## config.mk

```make
export PLATFORM = sky130hd
export DESIGN_NAME = jk_mod_counter
export DESIGN_NICKNAME = d
export VERILOG_FILES = /design/src/rtl/jk_mod_counter.sv
export SDC_FILE = /design/constraint.sdc
export NUM_CORES = 1
export LEC_CHECK = 0
export CAP_MARGIN = 15
export CORE_MARGIN = 2
export CORE_UTILIZATION = 41
export CTS_BUF_LIST = sky130_fd_sc_hd__clkbuf_2
export CTS_CLUSTER_SIZE = 30
export DETAILED_ROUTE_END_ITERATION = 8
export GPL_TIMING_DRIVEN = 0
export PLACE_DENSITY = 0.77
export SLEW_MARGIN = 20
export SYNTH_ARGS = -nofsm -noshare
export SYNTH_HDL_FRONTEND = slang
export SYNTH_SLANG_ARGS = --single-unit
```

## constraint.sdc

```tcl
create_clock -name Clk_In -period 2.1 [get_ports Clk_In]
set_input_delay 0.315 -clock Clk_In [delete_from_list [all_inputs] [get_ports Clk_In]]
set_output_delay 0.315 -clock Clk_In [all_outputs]
set_load 0.01 [all_outputs]
```

## src/rtl/jk_mod_counter.sv

```systemverilog
`default_nettype none
// ============================================================================
// Module      : jk_mod_counter
// Description : Modulo-N up/down counter that drives its state through JK
//               excitation and exports J/K so an external JK bank can track it.
// Revision    : 1.0 - initial release
// ============================================================================
module jk_mod_counter #(
   parameter int WIDTH   = 4,
   parameter int MODULUS = 10
) (
   input  logic             Clk_In,
   input  logic             Reset_In,
   input  logic             Enable_In,
   input  logic             Up_In,
   input  logic             Load_In,
   input  logic [WIDTH-1:0] Load_Value_In,
   output logic [WIDTH-1:0] Count_Out,
   output logic [WIDTH-1:0] J_Out,
   output logic [WIDTH-1:0] K_Out,
   output logic             Terminal_Out,
   output logic             Wrap_Out,
   output logic             Load_Err_Out
);

   // One extra bit so MODULUS = 2^WIDTH is representable without overflow.
   localparam logic [WIDTH:0] c_MODULUS = (WIDTH+1)'(MODULUS);
   localparam logic [WIDTH:0] c_MAX     = (WIDTH+1)'(MODULUS - 1);

   logic [WIDTH-1:0] r_count;
   logic             r_wrap;
   logic             r_load_err;

   logic [WIDTH:0]   w_count_ext;
   logic [WIDTH:0]   w_load_ext;
   logic [WIDTH:0]   w_next_ext;
   logic [WIDTH-1:0] w_next;
   logic [WIDTH-1:0] w_j;
   logic [WIDTH-1:0] w_k;
   logic [WIDTH-1:0] w_q_next;
   logic             w_terminal;
   logic             w_load_bad;

   assign w_count_ext = {1'b0, r_count};
   assign w_load_ext  = {1'b0, Load_Value_In};
   assign w_load_bad  = (w_load_ext >= c_MODULUS);
   assign w_terminal  = Up_In ? (w_count_ext == c_MAX) : (w_count_ext == '0);

   always_comb begin
      w_next_ext = w_count_ext;
      if (Reset_In) begin
         w_next_ext = '0;
      end else if (Load_In) begin
         w_next_ext = w_load_bad ? '0 : w_load_ext;
      end else if (Enable_In) begin
         if (Up_In) begin
            w_next_ext = (w_count_ext == c_MAX) ? '0 : w_count_ext + 1'b1;
         end else begin
            w_next_ext = (w_count_ext == '0) ? c_MAX : w_count_ext - 1'b1;
         end
      end
   end

   assign w_next = w_next_ext[WIDTH-1:0];

   // Excitation and JK-semantics update, one flip-flop per bit.
   genvar gi;
   generate
      for (gi = 0; gi < WIDTH; gi++) begin : g_bit
         assign w_j[gi]      = w_next[gi] & ~r_count[gi];
         assign w_k[gi]      = ~w_next[gi] & r_count[gi];
         assign w_q_next[gi] = (w_j[gi] & ~r_count[gi]) | (~w_k[gi] & r_count[gi]);
      end
   endgenerate

   always_ff @(posedge Clk_In) begin
      if (Reset_In) begin
         r_count    <= '0;
         r_wrap     <= 1'b0;
         r_load_err <= 1'b0;
      end else begin
         r_count    <= w_q_next;
         r_wrap     <= Enable_In & ~Load_In & w_terminal;
         r_load_err <= Load_In & w_load_bad;
      end
   end

   always_ff @(posedge Clk_In) begin
      if (!Reset_In) begin
         a_jk_matches_next : assert (w_q_next == w_next);
         a_jk_never_both   : assert ((w_j & w_k) == '0);
         a_next_in_range   : assert (w_next_ext < c_MODULUS);
      end
   end

   assign Count_Out    = r_count;
   assign J_Out        = w_j;
   assign K_Out        = w_k;
   assign Terminal_Out = w_terminal;
   assign Wrap_Out     = r_wrap;
   assign Load_Err_Out = r_load_err;

endmodule
`default_nettype wire

```

==> impl_metrics.toml <==
[cts]
clk-insertion-delay-late_ns = 0.24
clk_path_buf_depth = 2
cts_tree = "built"
numCtsBuffers = 3
clk_pin_slew_ns = 0.08
clock_sinks = 6
cts_max_level = 1
cts_root_buffer = "sky130_fd_sc_hd__clkbuf_2"

[synth]
xor_xnor_share_of_the_synthesized_area_pct = 3.02
synth_top_family_by_area = "compound AO/OA/AOI/OAI gates"
share_of_the_yosys_chip_area_belonging_to_registers_pct = 20.7
synth.yosys.warnings = 0
ys_async_sr_fraction_pct = 0
post_synth_fa_ha_maj_area_fraction_pct = 6.48
synth_compound_gate_area_share_pct = 30.5
synth_fp_nets = 87
synth_flop_cell = "sky130_fd_sc_hd__dfxtp_1"
syn_area_per_cell_um2 = 7.72
number_of_enable_flip_flop_cells_after_synthesis = 0
synthesis.area_um2 = 579
syn_inst = 75
synth_simple_gate_area_share_pct = 27.6
synthMuxAreaShare_pct = 1.73
synth_seq_cells = 6
synth.distinct_cells = 36

[sta]
tightest_slew_ns = 0.449
setup_skew_ns = 0.00170
rsz0062_at_grt = "true"
slew-limit-headroom_pct = 70.1
slew_viol_final = 0
setup_viols_final = 3
timing.fmax_ghz = 0.466
finalCritPeriodShare_pct = 102
timing_hold_violations_final = 0
period_needed_ns = 2.14
worst_slack_ns = -0.0446

[power]
clock_power_share_pct = 22.0
peakVddDrop_v = 0.000322
leakagePower_nw = 0.402
pwr-share-seq_pct = 30.2
power.share.switching_pct = 37.3
p_int_mw = 0.264
combinationalPowerShare_pct = 47.9
power.net_switching_mw = 0.157
p_per_area_mw_per_mm2 = 446

[critical_path]
timing.reg2reg.worst_path_depth = 6
endpoint_kind = "output port"
rr_startpoint = "Count_Out[1]"
cp-startpoint = "Count_Out[0]"
crit_path_max_fanout = 4
setup.worst_path.class = "reg -> out"
timing.critical_path.from_type = "register"
cp.arrival_ns = 1.83
critical_path.reg2reg.endpoint = "Count_Out[3]"
timing.critical_path.required_ns = 1.78
rrSetupSlack_ns = 0.44
worst_setup_path_endpoint = "J_Out[1]"

[global_route]
grt_max_degree = 11
grt_antenna_before_repair = 0
global_route_wire_length_before_repair_mm = 3.04
gr-total-overflow = 0
grt_util_all_layers_pct = 22.9
grt_pass1_vias = 658

[place]
routabilityCongestion = 0.835
numPlacedInstances = 110
place_hpwl_mm = 1.17
count_of_input_and_output_buffers = 20
detailedPlace.worstSlack_ns = -0.381

[die]
standard_cell_row_count = 13
die_x_um = 41.6
core_region_mm2 = 0.00132
io-pin-count = 24
die_area_mm2 = 0.00173
starting_density_of_the_core_pct = 44.0
y_dimension_of_the_die_um = 41.6

[routing]
first_iter_violations = 24
drt-wirelength-per-cell_um = 15.8
route.detailed.drc = 0
vias = 731
drt-vias-per-instance = 5.90
antenna_left = 0
drt-pass1-iter-count = 4
routed_wl_mm = 1.96

[finish]
post_layout_nonfiller_instances = 124
area_growth_syn_to_layout_pct = 63.3
mostFrequentLayoutCell = "sky130_fd_sc_hd__clkdlybuf4s50_1"
final.fill_count = 109
num-nets-final = 123
most-common-layout-cells = "sky130_fd_sc_hd__clkdlybuf4s50_1 (11), sky130_fd_sc_hd__buf_4 (10), sky130_fd_sc_hd__buf_2 (6)"
antenna_cells_inserted = 0
drive_above_1_share_pct = 37.6

[run]
max_cap_violations = 0

[outcome]
status = "finished, violations left"
failing_checks = "negative setup slack"

[min_path]
hold_path.class = "in -> reg"
## worst min-delay path by stage
stage	startpoint	end	slack, ns	depth (start not counted)
global placement	Load_In	Count_Out[1]	0.62	2
global route	Load_In	Count_Out[1]	0.38	2
finish	Load_In	Count_Out[1]	0.37	2
detailed placement	Load_In	Count_Out[1]	0.62	2
CTS	Load_In	Count_Out[1]	0.38	2
floorplan	Load_Value_In[3]	Load_Err_Out	0.49	2
## state kept, by name (all words and copies together) (netlist names)
| signal | cells |
|---|---|
| Count_Out | 4 |
| Load_Err_Out | 1 |
| Wrap_Out | 1 |
## layer usage
| metal | routed length [um] | up-vias | global-route usage, % |
|---|---|---|---|
| met2 | 966 | 31 | 38.1 |
| met1 | 814 | 346 | 28.0 |
| li1 | - | 345 | - |
| met4 | 44 | 0 | 9.68 |
| met3 | 132 | 9 | 5.22 |
| met5 | 0 | - | 0 |
## power by group through the flow
stage                     Sequential (mW)  Clock [mW]  Combinational, mW
final                               0.127      0.0926              0.202
after global routing                0.128      0.0996              0.216
after CTS                           0.127      0.0903              0.186
after detailed placement            0.133           0              0.154
after global placement              0.132           0              0.152
after floorplan                     0.133           0             0.0892
## what timing repair did
item | in CTS | in global routing
resized for setup | 44 | 9
pin swaps | 9 | 7
endpoints found under the setup margin | 9 | 7
buffers inserted | 9 | 2
hold buffers | 0 | 0
## synthesized netlist by cell type (2+ instances only)
master / number / share of area, %
sky130_fd_sc_hd__dfxtp_1: 6 / 21
sky130_fd_sc_hd__a211oi_1: 2 / 2.6
sky130_fd_sc_hd__a31oi_1: 2 / 2.2
sky130_fd_sc_hd__o311a_1: 2 / 3.5
sky130_fd_sc_hd__a21oi_1: 5 / 4.3
sky130_fd_sc_hd__o21ai_0: 6 / 5.2
sky130_fd_sc_hd__nand2b_1: 4 / 4.3
sky130_fd_sc_hd__clkbuf_1: 2 / 1.3
sky130_fd_sc_hd__nand2_1: 4 / 2.6
sky130_fd_sc_hd__nand3_1: 3 / 2.6
sky130_fd_sc_hd__o31a_1: 2 / 3.0
sky130_fd_sc_hd__ha_1: 3 / 6.5
sky130_fd_sc_hd__nor2_1: 6 / 3.9
sky130_fd_sc_hd__buf_6: 2 / 3.9
sky130_fd_sc_hd__nor3_1: 2 / 1.7
sky130_fd_sc_hd__inv_1: 4 / 2.6
## cell type report
| class | count | area, um^2 | area share [%] |
|---|---|---|---|
| Multi-Input combinational cell | 59 | 457 | 48.3 |
| Timing Repair Buffer | 31 | 262 | 27.6 |
| Sequential cell | 6 | 128 | 13.5 |
| Buffer | 6 | 46.3 | 4.89 |
| Inverter | 4 | 20.0 | 2.12 |
| Tap cell | 15 | 18.8 | 1.98 |
| Clock buffer | 3 | 15.0 | 1.59 |
## stage by stage
stage / TNS [ns] / hold WS (ns) / util [%] / power (mW) / area [um^2]
floorplan: 0 / 0.491 / - / 0.223 / 579
global placement: -2.44 / 0.620 / 60.6 / 0.284 / 798
detailed placement: -2.58 / 0.616 / 60.6 / 0.287 / 798
CTS: -0.0387 / 0.379 / 69.2 / 0.403 / 912
global route: -0.373 / 0.376 / 71.8 / 0.444 / 946
finish: -0.0922 / 0.367 / 71.8 / 0.422 / 946
## cell families after synthesis
kind of cell             count (synthesis)
adder cells (fa/ha/maj)                  3
AO/OA/AOI/OAI                           25
XOR/XNOR                                 2
buffers and inverters                   10
multiplexers                             1
flip-flops                               6
AND/OR/NAND/NOR                         28
## worst max-delay path: stages (launching register included)
cell and delay, ns:
sky130_fd_sc_hd__dfxtp_4 0.37, sky130_fd_sc_hd__inv_4 0.06, sky130_fd_sc_hd__ha_4 0.14, sky130_fd_sc_hd__or3b_1 0.36, sky130_fd_sc_hd__a21oi_2 0.15, sky130_fd_sc_hd__buf_4 0.14
sky130_fd_sc_hd__nor2_2 0.04, sky130_fd_sc_hd__o211a_1 0.19, sky130_fd_sc_hd__buf_2 0.13
(Power assumes the default switching activity.)
